`src/rtl/maj_tt_pkg.sv`:
```
// Shared types for the majority truth-table sequencer: operand encoding,
// program-memory entry layout and sequencer states.
// No logic; latency/backpressure not applicable.
package maj_tt_pkg;

    localparam int NODES_MAX = 8;
    localparam int NIN       = 7;
    localparam int NODE_W    = 3;
    localparam int SRC_W     = 4;
    localparam int OPND_W    = SRC_W + 1;
    localparam int ENTRY_W   = 3 * OPND_W;
    localparam int NVEC      = 1 << NIN;

    // Operand source codes (low 4 bits of an operand field)
    localparam logic [SRC_W-1:0] SRC_X0        = 4'd0;
    localparam logic [SRC_W-1:0] SRC_X1        = 4'd1;
    localparam logic [SRC_W-1:0] SRC_X2        = 4'd2;
    localparam logic [SRC_W-1:0] SRC_X3        = 4'd3;
    localparam logic [SRC_W-1:0] SRC_X4        = 4'd4;
    localparam logic [SRC_W-1:0] SRC_X5        = 4'd5;
    localparam logic [SRC_W-1:0] SRC_X6        = 4'd6;
    localparam logic [SRC_W-1:0] SRC_ZERO      = 4'd7;
    localparam logic [SRC_W-1:0] SRC_NODE_BASE = 4'd8;

    // One operand: complement flag above the source select
    typedef struct packed {
        logic             inv;
        logic [SRC_W-1:0] src;
    } operand_t;

    // Program-memory entry, opA in the low bits
    typedef struct packed {
        operand_t op_c;
        operand_t op_b;
        operand_t op_a;
    } node_entry_t;

    typedef enum logic [1:0] {
        IDLE = 2'd0,
        RUN  = 2'd1,
        FIN  = 2'd2
    } state_t;

endpackage

```
`src/rtl/maj_tt_sequencer_if.sv`:
```
// Control/result bundle between a host and the truth-table sequencer.
// Pure wiring, zero latency; no backpressure (start/cfg are fire-and-forget).
// Optional MAJ_TT_ONESCNT_EN adds the tt_ones population count.
interface maj_tt_sequencer_if;
    logic         cfg_we;
    logic [2:0]   cfg_addr;
    logic [14:0]  cfg_data;
    logic [3:0]   num_nodes;
    logic         start;
    logic         busy;
    logic         done;
    logic         err;
    logic [127:0] tt;
    logic         tt_valid;
`ifdef MAJ_TT_ONESCNT_EN
    logic [7:0]   tt_ones;
`endif

    modport master (
        output cfg_we, cfg_addr, cfg_data, num_nodes, start,
`ifdef MAJ_TT_ONESCNT_EN
        input  tt_ones,
`endif
        input  busy, done, err, tt, tt_valid
    );

    modport slave (
        input  cfg_we, cfg_addr, cfg_data, num_nodes, start,
`ifdef MAJ_TT_ONESCNT_EN
        output tt_ones,
`endif
        output busy, done, err, tt, tt_valid
    );
endinterface

```
`src/rtl/maj3_unit.sv`:
```
// Shared 3-input majority with per-operand complement.
// Purely combinational, zero latency.
// No backpressure.
module maj3_unit (
    input  logic [2:0] i_op,
    input  logic [2:0] i_inv,
    output logic       o_maj
);
    logic [2:0] w_v;

    assign w_v   = i_op ^ i_inv;
    assign o_maj = (w_v[0] & w_v[1]) | (w_v[0] & w_v[2]) | (w_v[1] & w_v[2]);
endmodule

```
`src/rtl/maj_tt_sequencer.sv`:
```
// Sweeps all 128 input vectors through a programmable MAJ3 network, one node per cycle.
// Latency: done at cycle 128*num_nodes+1 after an accepted start.
// No backpressure; start while busy and cfg writes while busy are dropped.
// Optional MAJ_TT_ONESCNT_EN adds tt_ones, the running count of ones in tt.
module maj_tt_sequencer
    import maj_tt_pkg::*;
(
    input  logic             clk,
    input  logic             rst,
    maj_tt_sequencer_if.slave bus
);
    state_t               r_state;
    state_t               w_state_nxt;
    node_entry_t          r_mem [NODES_MAX];
    logic [NODES_MAX-1:0] r_node;
    logic [3:0]           r_n;
    logic [NODE_W-1:0]    r_k;
    logic [NIN-1:0]       r_v;
    logic [NVEC-1:0]      r_tt;
    logic                 r_tt_valid;
    logic                 r_err;

    logic                 w_accept;
    logic                 w_reject;
    logic                 w_busy;
    logic                 w_done;
    logic                 w_n_ok;
    logic                 w_last;
    logic                 w_final;
    logic                 w_res;
    logic [15:0]          w_src;
    node_entry_t          w_entry;

    // Source vector indexed directly by the 4-bit operand code: x0..x6, 0, nodes
    assign w_src   = {r_node, 1'b0, r_v};
    assign w_entry = r_mem[r_k];
    assign w_n_ok  = (bus.num_nodes != 4'd0) && (bus.num_nodes <= 4'(NODES_MAX));
    assign w_last  = ({1'b0, r_k} == (r_n - 4'd1));
    assign w_final = w_last && (r_v == 7'h7F);

    maj3_unit u_maj3 (
        .i_op  ({w_src[w_entry.op_c.src], w_src[w_entry.op_b.src], w_src[w_entry.op_a.src]}),
        .i_inv ({w_entry.op_c.inv, w_entry.op_b.inv, w_entry.op_a.inv}),
        .o_maj (w_res)
    );

    // State register
    always_ff @(posedge clk or posedge rst) begin
        if (rst) r_state <= IDLE;
        else     r_state <= w_state_nxt;
    end

    // Next state, start accept/reject decode and status outputs
    always_comb begin
        w_state_nxt = r_state;
        w_accept    = 1'b0;
        w_reject    = 1'b0;
        w_busy      = 1'b0;
        w_done      = 1'b0;
        case (r_state)
            IDLE: begin
                if (bus.start) begin
                    if (w_n_ok) begin
                        w_accept    = 1'b1;
                        w_state_nxt = RUN;
                    end else begin
                        w_reject    = 1'b1;
                    end
                end
            end
            RUN: begin
                w_busy = 1'b1;
                if (w_final) w_state_nxt = FIN;
            end
            FIN: begin
                w_done      = 1'b1;
                w_state_nxt = IDLE;
            end
            default: w_state_nxt = IDLE;
        endcase
    end

    // Program memory: writable only while idle, so a same-cycle start sees the new entry
    always_ff @(posedge clk or posedge rst) begin
        if (rst) begin
            for (int i = 0; i < NODES_MAX; i++) r_mem[i] <= '0;
        end else if (r_state == IDLE && bus.cfg_we) begin
            r_mem[bus.cfg_addr] <= node_entry_t'(bus.cfg_data);
        end
    end

    // Sweep datapath: node registers, vector/node counters, truth table, error pulse
    always_ff @(posedge clk or posedge rst) begin
        if (rst) begin
            r_node     <= '0;
            r_n        <= '0;
            r_k        <= '0;
            r_v        <= '0;
            r_tt       <= '0;
            r_tt_valid <= 1'b0;
            r_err      <= 1'b0;
        end else begin
            r_err <= w_reject;
            if (w_accept) begin
                r_n        <= bus.num_nodes;
                r_node     <= '0;
                r_tt       <= '0;
                r_tt_valid <= 1'b0;
                r_k        <= '0;
                r_v        <= '0;
            end else if (r_state == RUN) begin
                r_node[r_k] <= w_res;
                if (w_last) begin
                    r_tt[r_v] <= w_res;
                    r_k       <= '0;
                    r_v       <= r_v + 7'd1;
                end else begin
                    r_k <= r_k + 3'd1;
                end
                if (w_final) r_tt_valid <= 1'b1;
            end
        end
    end

`ifdef MAJ_TT_ONESCNT_EN
    logic [7:0] r_ones;

    // Population count tracks each 1 committed to the truth table
    always_ff @(posedge clk or posedge rst) begin
        if (rst)                                     r_ones <= '0;
        else if (w_accept)                           r_ones <= '0;
        else if (r_state == RUN && w_last && w_res)  r_ones <= r_ones + 8'd1;
    end

    assign bus.tt_ones = r_ones;
`endif

    assign bus.busy     = w_busy;
    assign bus.done     = w_done;
    assign bus.err      = r_err;
    assign bus.tt       = r_tt;
    assign bus.tt_valid = r_tt_valid;
endmodule

```
`src/flat_wrapper.sv`:
```
// flat-port wrapper written by rule: the top's interface ports become plain ports
module maj_tt_sequencer_flat import maj_tt_pkg::*;
  (clk, rst, bus_cfg_we, bus_cfg_addr, bus_cfg_data, bus_num_nodes, bus_start, bus_busy, bus_done, bus_err, bus_tt, bus_tt_valid);
  maj_tt_sequencer_if bus_i ();
  input  logic clk;
  input  logic rst;
  input wire logic [$bits(bus_i.cfg_we)-1:0] bus_cfg_we;
  input wire logic [$bits(bus_i.cfg_addr)-1:0] bus_cfg_addr;
  input wire logic [$bits(bus_i.cfg_data)-1:0] bus_cfg_data;
  input wire logic [$bits(bus_i.num_nodes)-1:0] bus_num_nodes;
  input wire logic [$bits(bus_i.start)-1:0] bus_start;
  output wire logic [$bits(bus_i.busy)-1:0] bus_busy;
  output wire logic [$bits(bus_i.done)-1:0] bus_done;
  output wire logic [$bits(bus_i.err)-1:0] bus_err;
  output wire logic [$bits(bus_i.tt)-1:0] bus_tt;
  output wire logic [$bits(bus_i.tt_valid)-1:0] bus_tt_valid;
  assign bus_i.cfg_we = bus_cfg_we;
  assign bus_i.cfg_addr = bus_cfg_addr;
  assign bus_i.cfg_data = bus_cfg_data;
  assign bus_i.num_nodes = bus_num_nodes;
  assign bus_i.start = bus_start;
  assign bus_busy = bus_i.busy;
  assign bus_done = bus_i.done;
  assign bus_err = bus_i.err;
  assign bus_tt = bus_i.tt;
  assign bus_tt_valid = bus_i.tt_valid;
  maj_tt_sequencer u_core (.clk(clk), .rst(rst), .bus(bus_i));
endmodule
```
`config.mk`:
```
export PLATFORM = sky130hd
export DESIGN_NAME = maj_tt_sequencer_flat
export DESIGN_NICKNAME = d
export VERILOG_FILES = /design/src/rtl/maj_tt_pkg.sv /design/src/rtl/maj_tt_sequencer_if.sv /design/src/rtl/maj3_unit.sv /design/src/rtl/maj_tt_sequencer.sv /design/src/flat_wrapper.sv
export SDC_FILE = /design/constraint.sdc
export NUM_CORES = 1
export LEC_CHECK = 0
export CAP_MARGIN = 20
export CORE_MARGIN = 3
export CORE_UTILIZATION = 55
export DETAILED_ROUTE_END_ITERATION = 8
export PLACE_DENSITY = 0.89
export SYNTH_ARGS = -nofsm -noshare
export SYNTH_HDL_FRONTEND = slang
export SYNTH_SLANG_ARGS = --single-unit
export TNS_END_PERCENT = 20
```
`constraint.sdc`:
```
create_clock -name clk -period 14.6 [get_ports clk]
set_input_delay 2.19 -clock clk [delete_from_list [all_inputs] [get_ports clk]]
set_output_delay 2.19 -clock clk [all_outputs]
set_load 0.005 [all_outputs]
```
==> results.json, run 1 <==
{
  "status": "finished, violations left",
  "violations": "DRC",
  "yosys-top-cells-area": "dfrtp_1 52%, mux2_2 11%, a22oi_1 6.7%",
  "die_h_um": 161,
  "synth_area_mm2": 0.0133,
  "grt-ovfl-total": 0,
  "yosys.area.top_type": "dfrtp_1",
  "power.total_mw": 3.10,
  "critPathMaxFanout": 66,
  "finalInstanceArea_mm2": 0.0158,
  "seq_area_frac_synth": 0.517,
  "crit_arrival_ps": 5370,
  "synthFlopType": "dfrtp_1",
  "worst-slew-pin-transition_ps": 1080,
  "setup_viol": 0,
  "slowest_stage": "buf_4",
  "grt_pass1_vias": 10300,
  "regArea_mm2": 0.00686,
  "synthCells": 1074,
  "synth_fp_nets": 1103,
  "min_period_ps": 5030,
  "rsz0062_at_grt": "false",
  "area_growth_pct": 19.4,
  "syn_area_per_cell_um2": 12.4,
  "crit_required_ps": 14940,
  "ir_drop_mv": 0.305,
  "yosysMostFrequentCell": "dfrtp_1",
  "finalCritPeriodShare": 0.345,
  "cts_made_buffers": 27,
  "rr_startpoint": "u_core.r_k[0]$_DFFE_PP0P_",
  "hp-class": "reg2reg",
  "fin_nets": 1200,
  "crit_start": "u_core.r_k[0]$_DFFE_PP0P_",
  "multi_input_area_mm2": 0.00591,
  "power_density_mw_per_mm2": 196,
  "synth-edff-count": 0,
  "fp-row-count": 56,
  "max_stage_delay_ps": 710,
  "cts_resized": 0,
  "clock-root-buffer": "clkbuf_16",
  "drc": 1,
  "cts_sinks": 274,
  "cts_tree": "done",
  "drt-initial-drc-count": 1378,
  "clk_pin_slew_ps": 60,
  "coreArea_mm2": 0.0236,
  "wirelength_um": 35900,
  "grt.total_usage": 0.269,
  "synth_cell_types": 66,
  "drive_gt1_frac": 0.225,
  "die_w_um": 161,
  "endpoint_kind": "register",
  "path_cells": "buf_4, mux4_2, mux2i_4, nand2_1, mux2_2, o2111a_1, or4_1, o311ai_4, buf_4, buf_4, a41oi_1",
  "floorplan.initialDensity": 0.562,
  "routed_via_density": 6.83,
  "yosysTopAreaCellShare": 0.517,
  "grt_pass1_wl_um": 56800,
  "worstSetupStartpointType": "register",
  "fin_cells": 1508,
  "ios": 158,
  "synth_warnings": 0,
  "portBuffers": 157,
  "post-place-cells": 1460,
  "synth-async-reset-ratio": 1.00,
  "slew_violations": 0,
  "finalClockSkew_ps": 9.23,
  "ys_ff_latch": 274,
  "routedWlPerCell_um": 23.8,
  "worstSkewPairLatency_ps": 540,
  "antenna_found_initial": 0,
  "post_cts_buffers": 0,
  "place_area_mm2": 0.0150,
  "gp_congestion": 0.857,
  "drt-pass1-iter-count": 9,
  "hold_buffers": 0,
  "fillCellCount": 1636,
  "maxCapViolations": 0,
  "crit_path_frequent_cell": "buf_4",
  "fmax_mhz": 199,
  "yosys-top-cells-count": "274 x dfrtp_1, 128 x mux2_2, 118 x a22oi_1",
  "clockBufferDepth": 3,
  "final-hold-violation-count": 0,
  "leakage_nw": 6.52,
  "worst-setup-path-type": "reg2reg",
  "grt_max_degree": 129,
  "dpl.hpwl_um": 21600,
  "h-tree-depth": 1,
  "drtAntennaViolNets": 0,
  "vias": 10300,
  "tns_ps": 0,
  "diodes": 0,
  "maxSlewHeadroom": 0.276,
  "holdCritStartpoint": "u_core.r_mem[34]$_DFFE_PP0P_",
  "dieArea_mm2": 0.0260
}
==> stage by stage <==
step                      utilization  worst slack, ps  hold WS [ps]
after floorplan                     -             4860           471
after global placement          0.634             9760           480
after detailed placement        0.634             9710           488
after CTS                       0.670             9640           502
after global routing            0.671             9250           517
final                           0.671             9570           501
==> registers in the layout, summed over array words and instances (netlist names) <==
name	flops
u_core.bus.tt	128
u_core.r_node	8
u_core.r_k	3
u_core.r_n	4
u_core.bus.err	1
u_core.bus.tt_valid	1
u_core.r_v	7
u_core.r_state	2
u_core.r_mem	120
==> logic make-up after synthesis <==
logic type | share of synthesized area
flip-flops | 0.517
multiplexers | 0.166
AO/OA/AOI/OAI | 0.205
adder cells (fa/ha/maj) | 0.00283
AND/OR/NAND/NOR | 0.0581
XOR/XNOR | 0.00726
buffers and inverters | 0.0441
==> cells in the final DEF, fill, tap and decap left out, types with 3 or more instances in the layout <==
cell type	count
nand3_1	5
nor2b_1	6
nand2_1	36
and3_1	7
a41oi_2	20
and2_1	3
o21ai_0	21
xor2_1	7
clkbuf_8	6
a2bb2oi_1	5
mux2_2	128
nor2_2	3
nor3_1	19
xnor2_1	4
a21oi_1	13
nor2_1	45
mux2i_1	22
o22ai_1	9
buf_4	24
clkbuf_1	5
clkdlybuf4s50_1	157
nand2b_1	13
a41oi_1	96
inv_1	5
a31oi_1	24
a22oi_1	118
nor3_2	5
dfrtp_1	274
clkinv_2	6
ha_1	3
mux4_2	22
o211ai_1	3
inv_2	3
clkbuf_16	27
==> per-layer routing <==
| layer | GRT usage | share of wire | vias up |
|---|---|---|---|
| met4 | 0.122 | 0.047 | 0 |
| met5 | 0 | 0 | - |
| met1 | 0.375 | 0.40 | 5217 |
| met3 | 0.0423 | 0.076 | 130 |
| met2 | 0.419 | 0.48 | 546 |
| li1 | - | - | 4403 |
==> critical path, delay by kind of cell, from the launching register on <==
kind	cells	cell delay, ps
AOI/OAI and AO/OA	3	600
muxes	3	1190
DFF	1	490
and+or+nand+nor	2	650
buffers and inverters	3	1790
==> final cells by class <==
type,count,area share
clock buffers,38,0.0491
clock inverters,9,0.00482
inverters,9,0.00261
multi-input cells,676,0.373
flip-flops and latches,274,0.433
well taps,319,0.0252
repair buffers,183,0.112
==> path summary, 6_finish.rpt <==
path | end | slack, ps | cells past startpoint
worst max-delay path | u_core.bus.tt[38]$_DFFE_PP0P_ | 9570 | 11
worst min-delay path | u_core.r_mem[34]$_DFFE_PP0P_ | 500 | 1
worst max register to register | u_core.bus.tt[38]$_DFFE_PP0P_ | 9570 | 11
worst min register to register | u_core.r_mem[34]$_DFFE_PP0P_ | 500 | 1
max in group asynchronous | u_core.r_mem[45]$_DFFE_PP0P_ | 10890 | 3
min in group asynchronous | u_core.bus.err$_DFF_PP0_ | 2210 | 2
==> where the power goes <==
| group | leakage (nW) | internal [mW] | switching [mW] |
|---|---|---|---|
| Clock | 0.424 | 0.386 | 0.290 |
| Combinational | 2.44 | 0.454 | 0.963 |
| Sequential | 3.66 | 0.899 | 0.106 |
(Power assumes the default switching activity.)
==> inputs of run 2 (changes only) <==
==> constraint.sdc (replaced) <==
create_clock -name clk -period 4.9 [get_ports clk]
set_input_delay 0.735 -clock clk [delete_from_list [all_inputs] [get_ports clk]]
set_output_delay 0.735 -clock clk [all_outputs]
set_load 0.005 [all_outputs]
==> run 2 against run 1 <==
  * Critical path depth fell by 2
  * Clock skew rose by 4.1 ps
  * Cell count rose by 0.93%
  * Power rose to 3.1 times the previous value
  * Setup slack got worse by 8900 ps
  * Largest power group unchanged
  * Hold slack got worse by 3.3 ps
  * The run now ends clean
  * Critical path type unchanged
  * Clock-buffer cell count rose by 4
  * Global-route usage rose by 0.14 points
==> results.json, run 2 (synthesis results as in run 1) <==
{
  "status": "completed",
  "ir_drop_mv": 1.18,
  "setup_viol": 0,
  "final_common_cell": "dfrtp_1",
  "die_h_um": 161,
  "drt-initial-drc-count": 1369,
  "min_delay_path_depth": 1,
  "hold_buffers": 0,
  "die_w_um": 161,
  "fin_nets": 1211,
  "path_cells": "buf_4, mux4_2, mux2i_2, mux4_2, a22o_1, o21a_1, o311ai_4, buf_12, a41oi_1",
  "cts_tree": "done",
  "slew_violations": 0,
  "grt-busiest-layer": "met2",
  "grt_max_degree": 131,
  "grtUsageMet2": 0.424,
  "ff2ff_path_depth": 9,
  "fin_util": 0.681,
  "grt_pass1_wl_um": 57100,
  "clk_pin_slew_ps": 60,
  "area_growth_pct": 21.2,
  "clock-root-buffer": "clkbuf_16",
  "dieArea_mm2": 0.0260,
  "rsz0062_at_grt": "false",
  "regToRegSetupSlack_ps": 670,
  "worstSetupStartpointType": "register",
  "drc": 0,
  "grt-ovfl-total": 0,
  "h-tree-depth": 1,
  "tns_ps": 0,
  "crit_path_frequent_cell": "mux4_2",
  "post_cts_buffers": 0,
  "ios": 158,
  "worst-setup-path-type": "reg2reg",
  "cts_sinks": 274,
  "worstSkewPairLatency_ps": 540,
  "hp-class": "reg2reg",
  "antenna_found_initial": 2,
  "cts_made_buffers": 28,
  "crit_required_ps": 5260,
  "max_stage_delay_ps": 850,
  "power_density_mw_per_mm2": 601,
  "maxCapViolations": 0,
  "largest_reg_flops": 128,
  "rr_startpoint": "u_core.r_k[2]$_DFFE_PP0P_",
  "coreArea_mm2": 0.0236,
  "drtAntennaViolNets": 0,
  "wirelength_um": 36100,
  "min_period_ps": 4230,
  "hold_end": "u_core.r_mem[57]$_DFFE_PP0P_",
  "diodes": 0,
  "fp-row-count": 56,
  "final_cell_mix": "274 x dfrtp_1, 157 x clkdlybuf4s50_1, 128 x mux2_2",
  "grt_use_met3": 0.0495,
  "critPathMaxFanout": 84,
  "final-hold-violation-count": 0,
  "worst-slew-pin-transition_ps": 1090,
  "finalCritPeriodShare": 0.864,
  "crit_arrival_ps": 4590,
  "crit_buf_inv": 2,
  "grt_util_met1": 0.370,
  "routedWlPerCell_um": 23.7,
  "grt_pass1_vias": 10300,
  "clockBufferDepth": 3,
  "gp_congestion": 0.918,
  "slowest_stage": "dfrtp_1",
  "fillCellCount": 1558,
  "r2r-end": "u_core.bus.tt[49]$_DFFE_PP0P_",
  "endpoint_kind": "register",
  "dpl.hpwl_um": 22100,
  "vias": 10300,
  "holdCritStartpoint": "u_core.r_mem[57]$_DFFE_PP0P_",
  "maxSlewHeadroom": 0.273,
  "drive_gt1_frac": 0.229,
  "cts_resized": 0,
  "crit_family": "compound AO/OA/AOI/OAI gates",
  "leakage_nw": 6.63,
  "fmax_mhz": 236,
  "floorplan.initialDensity": 0.562,
  "finalClockSkew_ps": 13.3,
  "portBuffers": 157,
  "drt-pass1-iter-count": 6,
  "grt.total_usage": 0.270,
  "routed_via_density": 6.78
}
## run 2: cell type report
cell class | count | area [µm²] | share of cell area
clock buffer | 42 | 805 | 0.0500
multi-input combinational | 676 | 5910 | 0.368
timing repair buffer | 193 | 1940 | 0.121
tap | 319 | 399 | 0.0248
clock inverter | 9 | 124 | 0.00771
inverter | 9 | 37.5 | 0.00233
sequential | 274 | 6860 | 0.427
## run 2: metrics by stage
step,setup WS [ps],total power [mW],std cells,cell area (µm²),hold slack [ps]
finish,666,9.66,1522,16100,498
global route,463,10.1,1522,16100,505
CTS,640,9.54,1518,16000,499
detailed placement,666,7.37,1467,15100,487
global placement,792,7.24,1467,15100,480
floorplan,542,6.42,1074,13300,471
## run 2: power by group
group | internal, mW | switching, mW
Combinational | 1.55 | 2.90
Sequential | 2.68 | 0.370
Clock | 1.29 | 0.871
Total | 5.52 | 4.15
## run 2: worst max-delay path by stage
stage | startpoint | endpoint | slack, ps | depth (start not counted)
finish | u_core.r_k[2]$_DFFE_PP0P_ | u_core.bus.tt[49]$_DFFE_PP0P_ | 670 | 9
global route | u_core.r_k[1]$_DFFE_PP0P_ | u_core.bus.tt[88]$_DFFE_PP0P_ | 460 | 10
CTS | u_core.r_k[0]$_DFFE_PP0P_ | u_core.bus.tt[49]$_DFFE_PP0P_ | 640 | 11
detailed placement | u_core.r_k[0]$_DFFE_PP0P_ | u_core.bus.tt[94]$_DFFE_PP0P_ | 670 | 10
global placement | u_core.r_k[0]$_DFFE_PP0P_ | u_core.bus.tt[46]$_DFFE_PP0P_ | 790 | 11
floorplan | rst | u_core.bus.err$_DFF_PP0_ | 540 | 1
## run 2: routing by layer
layer,up-vias,share of wire
li1,4421,-
met1,5241,0.40
met2,537,0.48
met3,123,0.074
met4,4,0.044
met5,-,0.00075
## run 2: worst register-to-register path, stage by stage, from the launching register on
cell,delay (ps)
dfrtp_1,850
buf_4,350
mux4_2,350
mux2i_2,380
mux4_2,370
a22o_1,250
o21a_1,260
o311ai_4,580
buf_12,390
a41oi_1,260
==> inputs of run 3 (changes only) <==
--- a/config.mk
+++ b/config.mk
@@ -10,6 +10,7 @@
 export CORE_UTILIZATION = 55
 export DETAILED_ROUTE_END_ITERATION = 8
 export PLACE_DENSITY = 0.89
+export SLEW_MARGIN = 20
 export SYNTH_ARGS = -nofsm -noshare
 export SYNTH_HDL_FRONTEND = slang
 export SYNTH_SLANG_ARGS = --single-unit
==> run 3 against run 2 <==
  * Hold slack about the same
  * Clock skew increased by 2.3 ps
  * Setup slack gained 18 ps
  * Non-clock buffer count down 3
  * Global-route usage unchanged
  * Cell count shrank 0.20%
  * Combinational power fell by 2%
  * Register-to-register slack improved by 20 ps
  * Sequential power about the same
  * Sequential share of layout area up 0.10 points
  * First-iteration DRC count rose by 6.4%
  * Largest cell class unchanged
==> results.json, run 3 (synthesis results as in run 1) <==
{
  "vias": 10400,
  "finalCritPeriodShare": 0.860,
  "fin_util": 0.679,
  "post-place-cells": 1467,
  "max_stage_delay_ps": 850,
  "dpl.hpwl_um": 22100,
  "cts_resized": 0,
  "portBuffers": 157,
  "grt_max_degree": 131,
  "maxSlewHeadroom": 0.282,
  "ios": 158,
  "maxCapViolations": 0,
  "floorplan.initialDensity": 0.562,
  "drtAntennaViolNets": 0,
  "h-tree-depth": 1,
  "crit_family": "compound AO/OA/AOI/OAI gates",
  "drt-pass1-iter-count": 6,
  "multi_input_area_mm2": 0.00592,
  "cts_tree": "done",
  "drc": 0,
  "hold_buffers": 0,
  "routedWlPerCell_um": 23.7,
  "clk_pin_slew_ps": 60,
  "fillCellCount": 1568,
  "routed_via_density": 6.82,
  "worstSkewPairLatency_ps": 540,
  "tns_ps": 0,
  "path_cells": "buf_4, mux4_2, mux2i_2, mux4_2, a22o_1, o21a_1, o311ai_4, buf_12, a41oi_1",
  "hp-class": "reg2reg",
  "power_density_mw_per_mm2": 600,
  "slowest_stage": "dfrtp_1",
  "wirelength_um": 35900,
  "crit_arrival_ps": 4580,
  "endpoint_kind": "register",
  "die_w_um": 161,
  "diodes": 0,
  "min_period_ps": 4220,
  "regArea_mm2": 0.00686,
  "fin_nets": 1208,
  "slew_violations": 0,
  "antenna_found_initial": 2,
  "final_cell_mix": "273 x dfrtp_1, 157 x clkdlybuf4s50_1, 128 x mux2_2",
  "crit_buf_inv": 2,
  "rsz0062_at_grt": "false",
  "post_cts_buffers": 0,
  "cts_sinks": 274,
  "clock-root-buffer": "clkbuf_16",
  "worst-setup-path-type": "reg2reg",
  "leakage_nw": 6.60,
  "fin_cells": 1519,
  "worst-slew-pin-transition_ps": 1070,
  "setup_viol": 0,
  "grt_pass1_vias": 10300,
  "fmax_mhz": 237,
  "gp_congestion": 0.918,
  "cts_made_buffers": 28,
  "grt-ovfl-total": 0,
  "critPathMaxFanout": 84,
  "area_growth_pct": 20.9,
  "coreArea_mm2": 0.0236,
  "clockBufferDepth": 3,
  "crit_path_frequent_cell": "mux4_2",
  "fin_hold_ws_ps": 498,
  "final-hold-violation-count": 0,
  "grt_pass1_wl_um": 57100,
  "place_area_mm2": 0.0151,
  "finalClockSkew_ps": 15.5,
  "fp-row-count": 56,
  "finalInstanceArea_mm2": 0.0160,
  "crit_required_ps": 5260,
  "grt.total_usage": 0.270,
  "drive_gt1_frac": 0.229,
  "ir_drop_mv": 1.17,
  "final_common_cell": "dfrtp_1",
  "dieArea_mm2": 0.0260,
  "drt-initial-drc-count": 1457,
  "status": "completed",
  "die_h_um": 161,
  "largest_reg_flops": 128,
  "worstSetupStartpointType": "register"
}
[run 3: cell count changes in the layout (fill, tap and decap cells not counted)]
cell,delta
buf_4,-1
buf_6,-1
buf_16,-1
nor3_4,+1
nor3_2,-1
nor2_2,+1
dfrtp_1,-1
nor2_1,-1
dfrtp_2,+1
[run 3: area by class of cell]
class	count	area share
clock buffers	42	0.0502
clock inverters	9	0.00772
inverters	9	0.00234
multi-input cells	676	0.369
flip-flops and latches	274	0.428
well taps	319	0.0249
repair buffers	190	0.118
[run 3: path summary, 6_finish.rpt]
path                                            endpoint  cells past startpoint  slack [ps]                    startpoint
min in group asynchronous      u_core.r_n[3]$_DFFE_PP0N_                      2         680                           rst
min reg2reg                 u_core.r_mem[57]$_DFFE_PP0P_                      1         500  u_core.r_mem[57]$_DFFE_PP0P_
min                         u_core.r_mem[57]$_DFFE_PP0P_                      1         500  u_core.r_mem[57]$_DFFE_PP0P_
max                        u_core.bus.tt[49]$_DFFE_PP0P_                      9         680     u_core.r_k[2]$_DFFE_PP0P_
max in group asynchronous   u_core.r_mem[80]$_DFFE_PP0P_                      3        3150                           rst
max reg2reg                u_core.bus.tt[49]$_DFFE_PP0P_                      9         680     u_core.r_k[2]$_DFFE_PP0P_
[run 3: per-stage QoR]
stage          total power, mW  setup slack (ps)
2_1_floorplan             6.42               542
3_3_place_gp              7.24               792
3_5_place_dp              7.37               666
4_1_cts                   9.54               640
5_1_grt                   10.0               460
6_report                  9.62               684
[run 3: worst register-to-register path: cells and delay by family (launching register included)]
| family | cells | cell delay (ps) |
|---|---|---|
| buffers and inverters | 2 | 730 |
| muxes | 3 | 1090 |
| AOI/OAI and AO/OA | 4 | 1370 |
| DFF | 1 | 850 |
[run 3: power breakdown]
part / internal [mW] / switching [mW] / total, mW
sequential: 2.68 / 0.404 / 3.08
combinational: 1.53 / 2.85 / 4.38
clock: 1.29 / 0.869 / 2.16
[run 3: layer usage]
layer	up-vias	global-route usage	wire length (µm)
li1	4413	-	-
met1	5298	0.370	14000
met2	532	0.424	17400
met3	115	0.0495	2860
met4	4	0.122	1570
met5	-	0	27
